<file path="src/rtl/lane_tick_scheduler.sv">
// lane_tick_scheduler
//   Paces the vehicle lanes and shares a single lane-shift datapath between
//   them. A prescaler makes a base tick; every lane counts base ticks down
//   from its own period and flags itself pending when it expires. Pending
//   lanes are granted round-robin, one shift request at a time.
//   Optional feature macro: LS_OVF_COUNT_EN adds LS_OVF_CNT, a saturating
//   count of overrun cycles.
module lane_tick_scheduler #(
    parameter int LANES       = 4,
    parameter int LANE_W      = 2,
    parameter int PRESCALE    = 50000,
    parameter int PRE_W       = 16,
    parameter int PERIOD0     = 16,
    parameter int PERIOD_STEP = 4,
    parameter int PER_W       = 6
) (
    input  logic              LS_CLOCK_50,
    input  logic              LS_RESET,
    input  logic [1:0]        LS_NVL_IN,
    input  logic              LS_LOAD,
    input  logic [2:0]        LS_ESTADO_IN,
    input  logic              LS_PAUSE,
    input  logic              LS_SHIFT_ACK,
    output logic              LS_SHIFT_REQ,
    output logic [LANE_W-1:0] LS_SHIFT_LANE,
    output logic              LS_SHIFT_DIR,
    output logic              LS_RUNNING,
`ifdef LS_OVF_COUNT_EN
    output logic [7:0]        LS_OVF_CNT,
`endif
    output logic              LS_OVF
);

    typedef enum logic [1:0] {ST_STOP, ST_RUN, ST_REQ} state_t;

    localparam logic [PER_W-1:0] CNT_ONE = PER_W'(1);
    localparam logic [PRE_W-1:0] PRE_ONE = PRE_W'(1);
    localparam logic [PRE_W-1:0] PRE_TOP = PRE_W'(PRESCALE - 1);

    // Counter reload value: period(i)-1 for the given level.
    function automatic logic [PER_W-1:0] f_reload(input logic [1:0] lvl, input int idx);
        return PER_W'(PERIOD0 - int'(lvl) * PERIOD_STEP + idx - 1);
    endfunction

    // Lane that follows 'base' by 'step' positions, wrapping at LANES.
    function automatic int f_wrap(input int base, input int step);
        return (base + step) % LANES;
    endfunction

    state_t                        r_state;
    logic [1:0]                    r_level;
    logic [PRE_W-1:0]              r_pre;
    logic [LANES-1:0][PER_W-1:0]   r_cnt;
    logic [LANES-1:0]              r_pend;
    logic [LANE_W-1:0]             r_last;
    logic                          r_req;
    logic [LANE_W-1:0]             r_lane;
    logic                          r_dir;
    logic                          r_ovf;
`ifdef LS_OVF_COUNT_EN
    logic [7:0]                    r_ovf_cnt;
`endif

    logic                          w_active;
    logic                          w_adv;
    logic                          w_tick;
    logic [LANES-1:0]              w_clr;
    logic [LANES-1:0]              w_set;
    logic [LANES-1:0]              w_pend_nxt;
    logic                          w_ovf_hit;
    logic [LANE_W-1:0]             w_win;
    logic                          w_win_vld;

    assign w_active = (LS_ESTADO_IN == 3'b111) && !LS_PAUSE;
    assign w_adv    = (r_state != ST_STOP) && w_active;
    assign w_tick   = w_adv && (r_pre == PRE_TOP);

    // Pending bookkeeping: ACK clears the granted lane, an expiry sets it
    // (set wins); an expiry on a still-pending lane is an overrun.
    always_comb begin
        w_clr     = '0;
        w_set     = '0;
        w_ovf_hit = 1'b0;
        if (r_state == ST_REQ && LS_SHIFT_ACK)
            w_clr[r_lane] = 1'b1;
        for (int i = 0; i < LANES; i++) begin
            if (w_tick && r_cnt[i] == '0) begin
                w_set[i] = 1'b1;
                if (r_pend[i] && !w_clr[i])
                    w_ovf_hit = 1'b1;
            end
        end
        w_pend_nxt = (r_pend & ~w_clr) | w_set;
    end

    // Round-robin pick: first pending lane strictly after the last grant.
    always_comb begin
        w_win     = '0;
        w_win_vld = 1'b0;
        for (int k = 1; k <= LANES; k++) begin
            if (!w_win_vld && r_pend[f_wrap(int'(r_last), k)]) begin
                w_win     = LANE_W'(f_wrap(int'(r_last), k));
                w_win_vld = 1'b1;
            end
        end
    end

    // Timing datapath: level latch, prescaler, lane counters, pending, overrun.
    always_ff @(posedge LS_CLOCK_50) begin
        if (LS_RESET) begin
            r_level <= 2'd0;
            r_pre   <= '0;
            r_pend  <= '0;
            r_ovf   <= 1'b0;
            for (int i = 0; i < LANES; i++)
                r_cnt[i] <= f_reload(2'd0, i);
`ifdef LS_OVF_COUNT_EN
            r_ovf_cnt <= 8'd0;
`endif
        end else if (LS_LOAD) begin
            r_level <= LS_NVL_IN;
            r_pre   <= '0;
            r_pend  <= '0;
            r_ovf   <= 1'b0;
            for (int i = 0; i < LANES; i++)
                r_cnt[i] <= f_reload(LS_NVL_IN, i);
`ifdef LS_OVF_COUNT_EN
            r_ovf_cnt <= 8'd0;
`endif
        end else begin
            if (w_adv)
                r_pre <= w_tick ? '0 : r_pre + PRE_ONE;
            if (w_tick) begin
                for (int i = 0; i < LANES; i++)
                    r_cnt[i] <= (r_cnt[i] == '0) ? f_reload(r_level, i)
                                                 : r_cnt[i] - CNT_ONE;
            end
            r_pend <= w_pend_nxt;
            if (w_ovf_hit)
                r_ovf <= 1'b1;
`ifdef LS_OVF_COUNT_EN
            if (w_ovf_hit && r_ovf_cnt != 8'hFF)
                r_ovf_cnt <= r_ovf_cnt + 8'd1;
`endif
        end
    end

    // Control FSM: run/stop tracking and the single outstanding shift request.
    always_ff @(posedge LS_CLOCK_50) begin
        if (LS_RESET) begin
            r_state <= ST_STOP;
            r_req   <= 1'b0;
            r_lane  <= '0;
            r_dir   <= 1'b0;
            r_last  <= LANE_W'(LANES - 1);
        end else if (LS_LOAD) begin
            r_state <= ST_STOP;
            r_req   <= 1'b0;
        end else begin
            case (r_state)
                ST_STOP: begin
                    if (w_active)
                        r_state <= ST_RUN;
                end
                ST_RUN: begin
                    if (!w_active) begin
                        r_state <= ST_STOP;
                    end else if (w_win_vld) begin
                        r_state <= ST_REQ;
                        r_req   <= 1'b1;
                        r_lane  <= w_win;
                        r_dir   <= w_win[0];
                    end
                end
                ST_REQ: begin
                    // Request is held even if the game pauses; only ACK ends it.
                    if (LS_SHIFT_ACK) begin
                        r_last  <= r_lane;
                        r_req   <= 1'b0;
                        r_state <= w_active ? ST_RUN : ST_STOP;
                    end
                end
                default: r_state <= ST_STOP;
            endcase
        end
    end

    assign LS_SHIFT_REQ  = r_req;
    assign LS_SHIFT_LANE = r_lane;
    assign LS_SHIFT_DIR  = r_dir;
    assign LS_RUNNING    = (r_state != ST_STOP);
    assign LS_OVF        = r_ovf;
`ifdef LS_OVF_COUNT_EN
    assign LS_OVF_CNT    = r_ovf_cnt;
`endif

endmodule

</file>
<file path="config.mk">
export PLATFORM = sky130hd
export DESIGN_NAME = lane_tick_scheduler
export DESIGN_NICKNAME = d
export VERILOG_FILES = /design/src/rtl/lane_tick_scheduler.sv
export SDC_FILE = /design/constraint.sdc
export NUM_CORES = 1
export LEC_CHECK = 0
export CAP_MARGIN = 20
export CORE_MARGIN = 1.5
export CORE_UTILIZATION = 59
export DETAILED_ROUTE_END_ITERATION = 7
export MAX_ROUTING_LAYER = met4
export PLACE_DENSITY = 0.79
export REMOVE_ABC_BUFFERS = 1
export SLEW_MARGIN = 40
export SYNTH_ARGS = -nofsm -noshare
export SYNTH_HDL_FRONTEND = slang
export SYNTH_SLANG_ARGS = --single-unit
</file>
<file path="constraint.sdc">
create_clock -name LS_CLOCK_50 -period 2.75 [get_ports LS_CLOCK_50]
set_input_delay 0.4125 -clock LS_CLOCK_50 [delete_from_list [all_inputs] [get_ports LS_CLOCK_50]]
set_output_delay 0.4125 -clock LS_CLOCK_50 [all_outputs]
set_load 0.01 [all_outputs]
</file>
# Word-level counts from Yosys, hierarchy flattened
# Cells that the tools add are included.
# totals
regBits	55
out_inout_bits	6
wordCells	154
# classes
n_addsub	25
n_lt_le_gt_ge	6
n_eq_ne	9
mux	52
bitwise_logic	8
reduce_logical	41
# ops
operator	count
2-to-1 mux 24 bit	2
subtractor 6 x 2 -> 6 bit (second input constant)	8
2-to-1 mux 1 bit	29
adder 6 x 3 -> 6 bit (second input constant)	4
logical NOT 6 bit	4
2-to-1 mux 6 bit	4
subtractor 6 x 1 -> 6 bit (second input constant)	4
adder 16 x 1 -> 16 bit (second input constant)	1
== test 16 bit (second input constant)	1
logical AND 1 bit	16
less-than comparator 3 x 4 -> 1 bit (second input constant)	4
2-to-1 mux 16 bit	1
2-to-1 mux 2 bit	8
adder 6 x 2 -> 6 bit (second input constant)	2
subtractor 5 x 4 -> 6 bit (first input constant)	2
OR reduction 2 bit	5
binary-select mux 1 bit (select 2 bit)	4
logical NOT 1 bit	8
!= test 2 bit (second input constant)	4
AND reduction 4 bit	2
case mux 2 bit (3 select lines)	1
AND reduction 3 bit	2
nonzero test 2 bit	3
adder 2 x 1 -> 2 bit (second input constant)	2
16 further kinds	20

# Logic depth before layout (Yosys ltp)
# Gate-level depths: netlist of run 1.
# depth
depth_word	19
mapped_depth	8
depth_no_buf	7

# Worst setup path after synthesis of run 1
# Ideal clock, no wire load.
# synth_path
path_type	register to register
startpoint	register r_pre[10]
endpoint	register r_cnt[15] (netlist name)
setup_time_ps	129
arrival_ps	1984
t_required_ps	2621
path_slack_ps	637
path_stages_with_launch	7
path_buffers	1
period_less_slack_ps	2113
path_cell_list	dfxtp_1 -> or4_4 -> nor4_4 -> nand2_4 -> buf_6 -> a2111oi_0 -> nor2_1
# synth_between
elab_chain_len	3
# synth_lines
element	line	rtl
from (decl)	52	logic [PRE_W-1:0] r_pre;
from (signal assigned)	132	r_pre <= w_tick ? '0 : r_pre + PRE_ONE;
== test 16 bit	76	assign w_tick = w_adv && (r_pre == PRE_TOP);
logical AND 1 bit	76	
nonzero test 2 bit (no line)	--	
to (signal, indexed assignment)	116	r_cnt[i] <= f_reload(2'd0, i);
to (signal, indexed assignment)	126	r_cnt[i] <= f_reload(LS_NVL_IN, i);
to (signal, indexed assignment)	135	r_cnt[i] <= (r_cnt[i] == '0) ? f_reload(r_level, i)
to (decl)	53	logic [LANES-1:0][PER_W-1:0] r_cnt;
# Every way passes these cells.
# A chain may end at the register's enable or synchronous reset.

# Worst setup path after layout of run 1
# layout_path
startpoint	register r_pre[10]
endpoint	register r_pre[5]
# layout_between
elab_chain_len	3
# layout_lines
element	line
== test 16 bit	76
logical AND 1 bit	76
2-to-1 mux 16 bit	132
# Every way passes these cells.

==> reports/qor.log, run 1 <==
INFO  status         run_status=finished clean
INFO  synthesis      syn-mean-instance-area=8.150um2
INFO  route          drt-total-wl=6656um
INFO  synthesis      synth_seq_area_share=36.84%
INFO  timing         fmax=416.1MHz
INFO  critical_path  r2r_cells=7
INFO  critical_path  data_required_time_of_the_worst_path=2940ps
INFO  layout         register_area=0.001081mm2
INFO  route          num_vias=2650
INFO  timing         final_layout_setup_total_negative_slack=0ps
INFO  global_route   via_count_of_the_first_global_routing_pass=2415
INFO  job            maxcap_violations=0
INFO  floorplanning  die_width=73.52um
INFO  floorplanning  core_area=0.004755mm2
INFO  synthesis      synth_seq_cells=54
INFO  global_route   grt_remaining_overflow=0
INFO  critical_path  crit_fanout=15
INFO  pwr            pwr-share-clk=32.4%
INFO  timing         timing.clock.skew=11.11ps
INFO  global_route   grt_usage=26.96%
INFO  clock_network  worst_skew_pair_later_pin_latency=310ps
INFO  synthesis      async_reset_ff_share=0%
INFO  global_route   antenna_found_initial=0
INFO  clock_network  clock_transition_time_at_the_flip_flop_clock_pins_of_the_worst_setup_and_hold_paths=100ps
INFO  timing         grt_setup_unrepaired=no
INFO  clock_network  cts-resized-gates=0
INFO  clock_network  cts.htree.levels=2
INFO  placed_design  globalplace.congestion=0.8566
INFO  timing         final-setup-viol-count=0
INFO  timing         hold_viol_final=0
INFO  route          post_drt_wl_per_cell=14.86um
INFO  floorplanning  height_of_the_chip=73.52um
INFO  layout         num-nets-final=398
INFO  timing         final.min_clock_period=2403ps
INFO  pwr            standby_leakage_power=0.001208uW
INFO  clock_network  cts_root_buf=sky130_fd_sc_hd__clkbuf_8
INFO  timing         pin_slew_with_the_least_headroom_to_its_limit=750.4ps
INFO  synthesis      syn_area=0.002934mm2
INFO  layout         post_route_cells_drive_above_1_share=7.612%
INFO  worst_hold_path timing.hold.worst.class=flip-flop to flip-flop
INFO  pwr            power.share.combinational=8.3%
INFO  pwr            netSwitchingPower=344.8uW
INFO  route          post_drt_via_cell_ratio=5.915
INFO  critical_path  r2r_slack=350ps
INFO  pwr            internal-power=1027uW
INFO  clock_network  clock_tree.buffer_depth=2
INFO  timing         worst_slew_margin_rel=49.51%
INFO  synthesis      ys.warnings.count=0
INFO  critical_path  worstPathArrival=2590ps
INFO  placed_design  detailedPlacementHpwl=4816um
INFO  route          postRouteAntennaNets=0
INFO  floorplanning  start_util=61.71%
INFO  layout         antennaDiodeCount=0
INFO  critical_path  crit_type=flip-flop to flip-flop
INFO  floorplanning  die-area=0.005405mm2
INFO  synthesis      netlist_instances=360
INFO  layout         most_used_cells_in_the_layout_excluding_fill_and_tap_cells=sky130_fd_sc_hd__dfxtp_1, sky130_fd_sc_hd__nor2_1, sky130_fd_sc_hd__nand2_1
INFO  floorplanning  io_pins=16
INFO  route          detailedRoute.firstIterationViolations=181
INFO  worst_hold_path worst_hold_path.num_cells=2
INFO  route          detailedRoute.firstPassIterationCount=4
INFO  timing         final_max_slew_viol_count=0
INFO  pwr            max-vdd-ir-drop=0.0002951V
INFO  layout         fillers=419
INFO  placed_design  buffer_ports.inserted=15
INFO  layout         final_common_cell=sky130_fd_sc_hd__dfxtp_1
INFO  clock_network  cts_setup_buffers=0
INFO  layout         fin_util=68.61%
INFO  critical_path  critPathLaunch=r_pre[10]
INFO  clock_network  count_of_hold_buffers_inserted_by_post_cts_repair=0
INFO  critical_path  termination_of_the_worst_setup_path=r_pre[5]
INFO  synthesis      yosys.cell_types.count=60
INFO  clock_network  tritoncts=yes
INFO  synthesis      synth-edff-count=0
INFO  layout         multi_input_area=0.001692mm2
INFO  pwr            pwr_density_cell=420.4mW/mm2
INFO  route          post-route-drc-count=0
INFO  floorplanning  row_count=25
INFO  critical_path  crit_path_start_kind=flip-flop
INFO  global_route   wire_length_of_the_first_global_routing_pass=11120um
INFO  critical_path  timing.rr.end=r_pre[5]
INFO  timing         timing.final.crit_share=87.39%
INFO  global_route   grt_start_max_net_pins=32
INFO  critical_path  setup.worst_path.end_class=flip-flop
INFO  pwr            p_sw_share=25.14%
INFO  clock_network  cts_inserted_buffers=5
INFO  layout         area_growth_syn_to_layout=11.17%
INFO  critical_path  r2r_startpoint=r_pre[10]
INFO  pwr            share_seq_of_total_power=59.2%
INFO  synthesis      yosys_most_used_dff=sky130_fd_sc_hd__dfxtp_1
INFO  clock_network  clock_sink_count=54
-- metal layers --
| metal | wire (um) | vias up | global-route usage, % |
|---|---|---|---|
| li1 | - | 1323 | - |
| met1 | 3039 | 1253 | 34.41 |
| met2 | 3179 | 65 | 44.14 |
| met3 | 343 | 9 | 4.252 |
| met4 | 93 | 0 | 7.613 |
| met5 | 0 | - | - |
-- area by class of cell --
cell class	instances	share of cell area (%)
Sequential cell	54	33.14
Multi-Input combinational cell	271	51.86
Timing Repair Buffer	27	7.365
Clock buffer	6	2.225
Clock inverter	2	0.4219
Inverter	21	2.417
Tap cell	67	2.570
-- power by group through the flow --
stage | sequential, uW | combinational, uW | clock [uW]
floorplan | 826 | 67.6 | 0
global placement | 829 | 111 | 0
detailed placement | 830 | 114 | 0
CTS | 812 | 114 | 447
global route | 815 | 126 | 486
finish | 812 | 115 | 444
-- per-stage QoR --
stage          area (um2)  hold slack, ps  total power, uW  worst slack (ps)  cells
2_1_floorplan        2851           448.9            893.3             483.0    346
3_3_place_gp         3176           445.1            940.5             291.3    440
3_5_place_dp         3176           471.2            943.3             216.0    440
4_1_cts              3262           485.3             1373             337.0    448
5_1_grt              3262           509.0             1427             174.8    448
6_report             3262           480.5             1371             346.8    448
-- kinds of logic (layout without fill, tap and decap cells) --
kind of cell | Yosys count | after routing | synth area share [%]
mux | 9 | 9 | 3.113
simple gates | 160 | 160 | 29.08
compound gates | 76 | 76 | 16.67
fa+ha+maj | 8 | 8 | 3.412
buf+inv | 35 | 56 | 5.501
flops | 54 | 54 | 36.84
xor+xnor | 18 | 18 | 5.373
-- cells in the mapped netlist, types with 3 or more instances --
cell / number / area share [%]
sky130_fd_sc_hd__a211oi_1: 6 / 1.5
sky130_fd_sc_hd__dfxtp_1: 54 / 37
sky130_fd_sc_hd__nor3b_1: 3 / 0.77
sky130_fd_sc_hd__clkbuf_1: 7 / 0.90
sky130_fd_sc_hd__mux2i_1: 8 / 2.7
sky130_fd_sc_hd__o31ai_1: 4 / 1.0
sky130_fd_sc_hd__nand4_1: 7 / 1.5
sky130_fd_sc_hd__or4_1: 4 / 1.0
sky130_fd_sc_hd__a21oi_1: 27 / 4.6
sky130_fd_sc_hd__o21ai_0: 7 / 1.2
sky130_fd_sc_hd__nor3_1: 10 / 1.7
sky130_fd_sc_hd__ha_1: 8 / 3.4
sky130_fd_sc_hd__or3_1: 10 / 2.1
sky130_fd_sc_hd__inv_1: 21 / 2.7
sky130_fd_sc_hd__xnor2_1: 12 / 3.6
sky130_fd_sc_hd__nand2_1: 35 / 4.5
sky130_fd_sc_hd__nor4_1: 6 / 1.3
sky130_fd_sc_hd__o21bai_1: 3 / 0.77
sky130_fd_sc_hd__nand3_1: 8 / 1.4
sky130_fd_sc_hd__nor2_1: 46 / 5.9
sky130_fd_sc_hd__o21ai_1: 3 / 0.51
sky130_fd_sc_hd__xor2_1: 6 / 1.8
sky130_fd_sc_hd__a32oi_1: 3 / 0.90
sky130_fd_sc_hd__nor2b_1: 5 / 1.1
sky130_fd_sc_hd__a31oi_1: 4 / 0.85
sky130_fd_sc_hd__and3_1: 5 / 1.1
sky130_fd_sc_hd__o211ai_1: 5 / 1.3
-- critical path, stage by stage (launching register included) --
cell	delay, ps
sky130_fd_sc_hd__dfxtp_1	360
sky130_fd_sc_hd__or4_4	560
sky130_fd_sc_hd__nor4_4	440
sky130_fd_sc_hd__buf_4	200
sky130_fd_sc_hd__nand2_4	60
sky130_fd_sc_hd__buf_4	180
sky130_fd_sc_hd__nand2_1	370
sky130_fd_sc_hd__nor2_1	100
-- how the worst min path moves through the flow --
stage / to / startpoint
after floorplan: r_pre[8] / r_pre[8]
after global placement: LS_SHIFT_REQ / LS_SHIFT_REQ
after detailed placement: LS_SHIFT_REQ / LS_SHIFT_REQ
after CTS: r_pre[1] / r_pre[1]
after global routing: LS_SHIFT_REQ / LS_SHIFT_REQ
final: LS_SHIFT_REQ / LS_SHIFT_REQ
-- flip-flops by register name (all words and copies together) (netlist names) --
name	count
LS_OVF	1
LS_SHIFT_LANE	2
LS_SHIFT_REQ	1
r_cnt	24
r_last	2
r_level	2
r_pend	4
r_pre	16
r_state	2
(Power assumes the default switching activity.)
==> run 2, diff against run 1 <==
CORE_UTILIZATION = 54   (was 59)
PLACE_DENSITY = 0.76   (was 0.79)
clock period = 1.95 ns   (was 2.75 ns; I/O delays follow)
==> reports/qor.log, run 2 (synthesis results as in run 1) <==
INFO  timing         final.min_clock_period=2090ps [was 2403 ps]
INFO  floorplanning  core_area=0.005172mm2 [was 0.004755 mm2]
INFO  clock_network  clock_sink_count=54 [unchanged]
INFO  timing         worst_hold_slack=460.3ps [was 480.5 ps]
INFO  global_route   grt_usage=26.05% [was 26.96%]
INFO  route          drt-total-wl=7242um [was 6656 um]
INFO  critical_path  crit_path_start_kind=flip-flop [unchanged]
INFO  clock_network  clock_tree.buffer_depth=2 [unchanged]
INFO  clock_network  cts.htree.levels=2 [unchanged]
INFO  critical_path  data_required_time_of_the_worst_path=2160ps [was 2940 ps]
INFO  worst_hold_path hold_start=LS_SHIFT_REQ [unchanged]
INFO  worst_hold_path worstHoldEndpoint=LS_SHIFT_REQ [unchanged]
INFO  floorplanning  die_width=76.71um [was 73.52 um]
INFO  route          detailedRoute.firstIterationViolations=166 [was 181]
INFO  timing         final_max_slew_viol_count=0 [unchanged]
INFO  floorplanning  height_of_the_chip=76.71um [was 73.52 um]
INFO  clock_network  tritoncts=yes [unchanged]
INFO  clock_network  clock_transition_time_at_the_flip_flop_clock_pins_of_the_worst_setup_and_hold_paths=100ps [about the same]
INFO  layout         final_common_cell=sky130_fd_sc_hd__dfxtp_1 [unchanged]
INFO  route          postRouteAntennaNets=0 [unchanged]
INFO  pwr            max-vdd-ir-drop=0.0003928V [was 0.0002951 V]
INFO  timing         timing.final.crit_share=107.2% [was 87.39%]
INFO  global_route   via_count_of_the_first_global_routing_pass=2617 [was 2415]
INFO  timing         pin_slew_with_the_least_headroom_to_its_limit=425.8ps [was 750.4 ps]
INFO  timing         grt_setup_unrepaired=yes [was no]
INFO  clock_network  cts_root_buf=sky130_fd_sc_hd__clkbuf_8 [unchanged]
INFO  critical_path  crit_type=flip-flop to flip-flop [unchanged]
INFO  worst_hold_path worst_hold_path.num_cells=2 [unchanged]
INFO  placed_design  detailedPlacementHpwl=5050um [was 4816 um]
INFO  worst_hold_path timing.hold.worst.class=flip-flop to flip-flop [unchanged]
INFO  route          post_drt_wl_per_cell=14.96um [was 14.86 um]
INFO  floorplanning  row_count=26 [was 25]
INFO  critical_path  crit_fanout=4 [was 15]
INFO  critical_path  r2r_startpoint=r_pre[11] [was r_pre[10]]
INFO  timing         fmax=478.4MHz [was 416.1 MHz]
INFO  critical_path  setup.worst_path.end_class=flip-flop [unchanged]
INFO  critical_path  r2r_cells=7 [unchanged]
INFO  placed_design  dpl-instance-area=0.003407mm2 [was 0.003176 mm2]
INFO  clock_network  worst_skew_pair_later_pin_latency=310ps [about the same]
INFO  route          detailedRoute.firstPassIterationCount=4 [unchanged]
INFO  global_route   antenna_found_initial=0 [unchanged]
INFO  layout         area_growth_syn_to_layout=29.42% [was 11.17%]
INFO  layout         antennaDiodeCount=0 [unchanged]
INFO  critical_path  timing.rr.end=r_cnt[16] [was r_pre[5]]
INFO  clock_network  count_of_hold_buffers_inserted_by_post_cts_repair=0 [unchanged]
INFO  status         violations_in_the_final_reports=setup timing
INFO  pwr            pwr_density_cell=528.8mW/mm2 [was 420.4 mW/mm2]
INFO  layout         post_route_cells_drive_above_1_share=24.15% [was 7.612%]
INFO  timing         worst_slew_margin_rel=71.51% [was 49.51%]
INFO  timing         hold_viol_final=0 [unchanged]
INFO  job            maxcap_violations=0 [unchanged]
INFO  critical_path  r2r_slack=-140ps [was 350 ps]
INFO  clock_network  cts_inserted_buffers=5 [unchanged]
INFO  global_route   grt_start_max_net_pins=17 [was 32]
INFO  timing         final_layout_setup_total_negative_slack=-1651ps [was 0 ps]
INFO  timing         fin_ws=-140.3ps [was 346.8 ps]
INFO  placed_design  globalplace.congestion=0.9273 [was 0.8566]
INFO  global_route   grt_remaining_overflow=0 [unchanged]
INFO  layout         num-nets-final=431 [was 398]
INFO  layout         final_instance_area=0.003797mm2 [was 0.003262 mm2]
INFO  route          post_drt_via_cell_ratio=5.787 [was 5.915]
INFO  timing         final-setup-viol-count=24 [was 0]
INFO  timing         timing.clock.skew=6.399ps [was 11.11 ps]
INFO  route          post-route-drc-count=0 [unchanged]
INFO  critical_path  worstPathArrival=2300ps [was 2590 ps]
INFO  placed_design  buffer_ports.inserted=15 [unchanged]
INFO  pwr            standby_leakage_power=0.001437uW [was 0.001208 uW]
INFO  floorplanning  start_util=56.72% [was 61.71%]
INFO  global_route   wire_length_of_the_first_global_routing_pass=11940um [was 11120 um]
INFO  status         run_status=finished, violations left [was finished clean]
INFO  floorplanning  die-area=0.005884mm2 [was 0.005405 mm2]
INFO  layout         most_used_cells_in_the_layout_excluding_fill_and_tap_cells=sky130_fd_sc_hd__dfxtp_1, sky130_fd_sc_hd__nor2_1, sky130_fd_sc_hd__buf_4 [was sky130_fd_sc_hd__dfxtp_1, sky130_fd_sc_hd__nor2_1, sky130_fd_sc_hd__nand2_1]
INFO  layout         largest_reg_flops=24 [unchanged]
INFO  route          num_vias=2801 [was 2650]
INFO  layout         largest_register=r_cnt [unchanged]
INFO  floorplanning  io_pins=16 [unchanged]
INFO  layout         largest_registers=r_cnt: 24 flops, r_pre: 16 flops, r_pend: 4 flops [unchanged]
## run 2: worst max path at each step
stage                         start  depth (start not counted)        end  slack [ps]
after detailed placement   LS_PAUSE                          7  r_cnt[15]        -320
after CTS                  r_pre[4]                          6   r_cnt[6]        -130
after global routing      r_pre[10]                          6  r_cnt[11]        -270
after global placement     LS_PAUSE                          7  r_pre[15]        -290
after floorplan           r_pre[10]                          5  r_cnt[14]        -320
final                     r_pre[11]                          7  r_cnt[16]        -140
## run 2: area by class of cell
type / instances / area (um2)
Clock buffer: 6 / 82.58
Inverter: 21 / 78.83
Clock inverter: 2 / 12.51
Timing Repair Buffer: 60 / 564.3
Tap cell: 70 / 87.58
Sequential cell: 54 / 1084
Fill cell: 365 / 1375
Multi-Input combinational cell: 271 / 1888
## run 2: report_power, final
part | leakage, uW | total [uW] | switching, uW | internal [uW]
Clock | 0.0000472 | 656 | 370 | 286
Sequential | 0.000440 | 1140 | 20.7 | 1120
Combinational | 0.000950 | 209 | 115 | 94.0
Total | 0.00144 | 2010 | 505 | 1500
## run 2: stage by stage
stage | utilization (%) | instances | power (uW) | worst slack [ps]
after detailed placement | 65.87 | 470 | 1347 | -316.4
after global routing | 73.42 | 484 | 2092 | -266.6
after CTS | 69.06 | 481 | 2006 | -127.7
after global placement | 65.87 | 470 | 1344 | -293.5
after floorplan | - | 346 | 1260 | -317.0
final | 73.42 | 484 | 2008 | -140.3
## run 2: repair_timing
| action | CTS | global route |
|---|---|---|
| cloned | 0 | 1 |
| setup buffers | 3 | 2 |
| pin swaps | 6 | 20 |
| endpoints found under the setup margin | 30 | 42 |
| gates resized for setup | 11 | 47 |
## run 2: routing by layer
metal,share of wire [%],GRT usage [%],vias to the layer above
met4,1.6,10.74,0
met3,4.7,4.286,13
li1,-,-,1398
met2,48,40.97,64
met5,0,-,-
met1,46,33.28,1326
## run 2: critical path, cell delays in order (launching register included)
cell	delay [ps]
sky130_fd_sc_hd__dfxtp_2	350
sky130_fd_sc_hd__or4_4	530
sky130_fd_sc_hd__nor4_4	390
sky130_fd_sc_hd__buf_4	200
sky130_fd_sc_hd__buf_4	120
sky130_fd_sc_hd__nand4_1	120
sky130_fd_sc_hd__mux2i_1	200
sky130_fd_sc_hd__o21ai_1	80
==> run 3, diff against run 2 <==
CORE_MARGIN = 5   (was 1.5)
CORE_UTILIZATION = 40   (was 54)
PLACE_DENSITY = unset   (was 0.76)
==> reports/qor.log, run 3 (synthesis results as in run 1) <==
INFO  placed_design  dpl-instance-area=0.003473mm2 [was 0.003407 mm2]
INFO  timing         timing.clock.skew=9.415ps [was 6.399 ps]
INFO  timing         fin_ws=-116.7ps [was -140.3 ps]
INFO  layout         final_common_cell=sky130_fd_sc_hd__dfxtp_1 [unchanged]
INFO  route          detailedRoute.firstIterationViolations=117 [was 166]
INFO  timing         pin_slew_with_the_least_headroom_to_its_limit=484.3ps [was 425.8 ps]
INFO  pwr            pwr_density_cell=564.9mW/mm2 [was 528.8 mW/mm2]
INFO  clock_network  worst_skew_pair_later_pin_latency=310ps [about the same]
INFO  clock_network  clock_sink_count=54 [unchanged]
INFO  timing         hold_viol_final=0 [unchanged]
INFO  layout         fillers=714 [was 365]
INFO  floorplanning  die-area=0.009148mm2 [was 0.005884 mm2]
INFO  layout         multi_input_area=0.001758mm2 [was 0.001888 mm2]
INFO  status         violations_in_the_final_reports=setup timing [unchanged]
INFO  critical_path  crit_type=flip-flop to flip-flop [unchanged]
INFO  clock_network  cts.htree.levels=2 [unchanged]
INFO  critical_path  r2r_slack=-120ps [was -140 ps]
INFO  timing         timing.final.crit_share=106.0% [was 107.2%]
INFO  placed_design  globalplace.congestion=0.8365 [was 0.9273]
INFO  global_route   antenna_found_initial=0 [unchanged]
INFO  job            maxcap_violations=0 [unchanged]
INFO  clock_network  clock_tree.buffer_depth=2 [unchanged]
INFO  global_route   grt_usage=16.99% [was 26.05%]
INFO  pwr            standby_leakage_power=0.001441uW [was 0.001437 uW]
INFO  floorplanning  row_count=31 [was 26]
INFO  clock_network  cts_root_buf=sky130_fd_sc_hd__clkbuf_8 [unchanged]
INFO  layout         register_area=0.001082mm2 [was 0.001084 mm2]
INFO  route          post_drt_via_cell_ratio=5.322 [was 5.787]
INFO  critical_path  data_required_time_of_the_worst_path=2190ps [was 2160 ps]
INFO  critical_path  worstPathArrival=2310ps [was 2300 ps]
INFO  timing         worst_slew_margin_rel=67.64% [was 71.51%]
INFO  layout         num-nets-final=436 [was 431]
INFO  layout         antennaDiodeCount=0 [unchanged]
INFO  placed_design  detailedPlacementHpwl=5218um [was 5050 um]
INFO  placed_design  dp_slack=-344.5ps [was -316.4 ps]
INFO  pwr            max-vdd-ir-drop=0.0003240V [was 0.0003928 V]
INFO  clock_network  tritoncts=yes [unchanged]
INFO  global_route   via_count_of_the_first_global_routing_pass=2595 [was 2617]
INFO  global_route   wire_length_of_the_first_global_routing_pass=12010um [was 11940 um]
INFO  floorplanning  start_util=40.67% [was 56.72%]
INFO  route          post-route-drc-count=0 [unchanged]
INFO  global_route   grt_remaining_overflow=0 [unchanged]
INFO  global_route   grt_start_max_net_pins=25 [was 17]
INFO  layout         largest_reg_flops=24 [unchanged]
INFO  floorplanning  height_of_the_chip=95.65um [was 76.71 um]
INFO  worst_hold_path timing.hold.worst.class=flip-flop to flip-flop [unchanged]
INFO  timing         grt_setup_unrepaired=yes [unchanged]
INFO  route          detailedRoute.firstPassIterationCount=4 [unchanged]
INFO  clock_network  clock_transition_time_at_the_flip_flop_clock_pins_of_the_worst_setup_and_hold_paths=100ps [about the same]
INFO  route          drt-total-wl=7080um [was 7242 um]
INFO  critical_path  setup.worst_path.end_class=flip-flop [unchanged]
INFO  critical_path  crit_fanout=3 [was 4]
INFO  critical_path  max_stage_delay=540ps [was 530 ps]
INFO  critical_path  worstPathCellList=or4_4 -> nor4_4 -> buf_4 -> nand4_1 -> or3_1 -> a21oi_1 [was or4_4 -> nor4_4 -> buf_4 -> buf_4 -> nand4_1 -> mux2i_1 -> o21ai_1]
INFO  layout         largest_registers=r_cnt: 24 flops, r_pre: 16 flops, r_pend: 4 flops [unchanged]
INFO  timing         fmax=483.9MHz [was 478.4 MHz]
INFO  layout         post_route_cells_drive_above_1_share=19.57% [was 24.15%]
INFO  route          num_vias=2757 [was 2801]
INFO  timing         final-setup-viol-count=27 [was 24]
INFO  critical_path  crit_path_start_kind=flip-flop [unchanged]
INFO  layout         most_used_cells_in_the_layout_excluding_fill_and_tap_cells=sky130_fd_sc_hd__dfxtp_1, sky130_fd_sc_hd__nor2_1, sky130_fd_sc_hd__buf_4 [unchanged]
INFO  timing         worst_hold_slack=472.5ps [was 460.3 ps]
INFO  status         run_status=finished, violations left [unchanged]
INFO  layout         final_instance_area=0.003737mm2 [was 0.003797 mm2]
INFO  layout         area_growth_syn_to_layout=27.38% [was 29.42%]
INFO  placed_design  buffer_ports.inserted=15 [unchanged]
INFO  floorplanning  core_area=0.007214mm2 [was 0.005172 mm2]
INFO  clock_network  cts_inserted_buffers=5 [unchanged]
INFO  timing         final_max_slew_viol_count=0 [unchanged]
INFO  floorplanning  io_pins=16 [unchanged]
INFO  route          postRouteAntennaNets=0 [unchanged]
INFO  timing         final.min_clock_period=2067ps [was 2090 ps]
INFO  floorplanning  die_width=95.65um [was 76.71 um]
INFO  critical_path  critical-path-slowest-cell=sky130_fd_sc_hd__or4_4 [unchanged]
INFO  layout         largest_register=r_cnt [unchanged]
INFO  route          post_drt_wl_per_cell=13.67um [was 14.96 um]
run 3: report_power, final:
| group | switching [uW] | internal (uW) |
|---|---|---|
| combinational | 112 | 106 |
| sequential | 18.3 | 1120 |
| clock | 368 | 384 |
run 3: repair_timing:
item                                    CTS  global route
setup buffers                             3             2
resized for setup                         9            13
hold buffers                              0             0
pin swaps                                 2             5
gates cloned                              2             0
endpoints found under the setup margin   39            43
run 3: layout make-up:
| cell class | instances | area share (%) |
|---|---|---|
| Clock inverter | 2 | 1.004 |
| Tap cell | 99 | 3.314 |
| Multi-Input combinational cell | 271 | 47.04 |
| Sequential cell | 54 | 28.96 |
| Inverter | 21 | 2.109 |
| Clock buffer | 6 | 1.942 |
| Timing Repair Buffer | 65 | 15.63 |
run 3: final timing paths:
path                       end    startpoint  cells after the start
setup / recovery     r_cnt[11]     r_pre[11]                      6
hold / removal    LS_SHIFT_REQ  LS_SHIFT_REQ                      2
setup reg to reg     r_cnt[11]     r_pre[11]                      6
hold reg to reg   LS_SHIFT_REQ  LS_SHIFT_REQ                      2
run 3: per-stage QoR:
stage | power, uW | std cells | setup TNS [ps] | utilization [%]
final | 2111 | 518 | -1319 | 51.80
after global routing | 2207 | 518 | -5085 | 51.80
after CTS | 2138 | 516 | -3135 | 51.08
after detailed placement | 1368 | 503 | -10020 | 48.14
after global placement | 1365 | 503 | -8367 | 48.14
after floorplan | 1260 | 346 | -3838 | -
run 3: critical path, delay by kind of cell (launching register included):
family                 cells  cell delay, ps
AOI/OAI and AO/OA          1             130
buffers and inverters      1             190
DFF                        1             320
and+or+nand+nor            4            1370
run 3: per-layer routing:
metal  global-route usage [%]  wire length [um]
met2                    27.33              3292
met4                    4.384                65
met3                    2.131               200
met1                    22.57              3521
met5                        -                 0
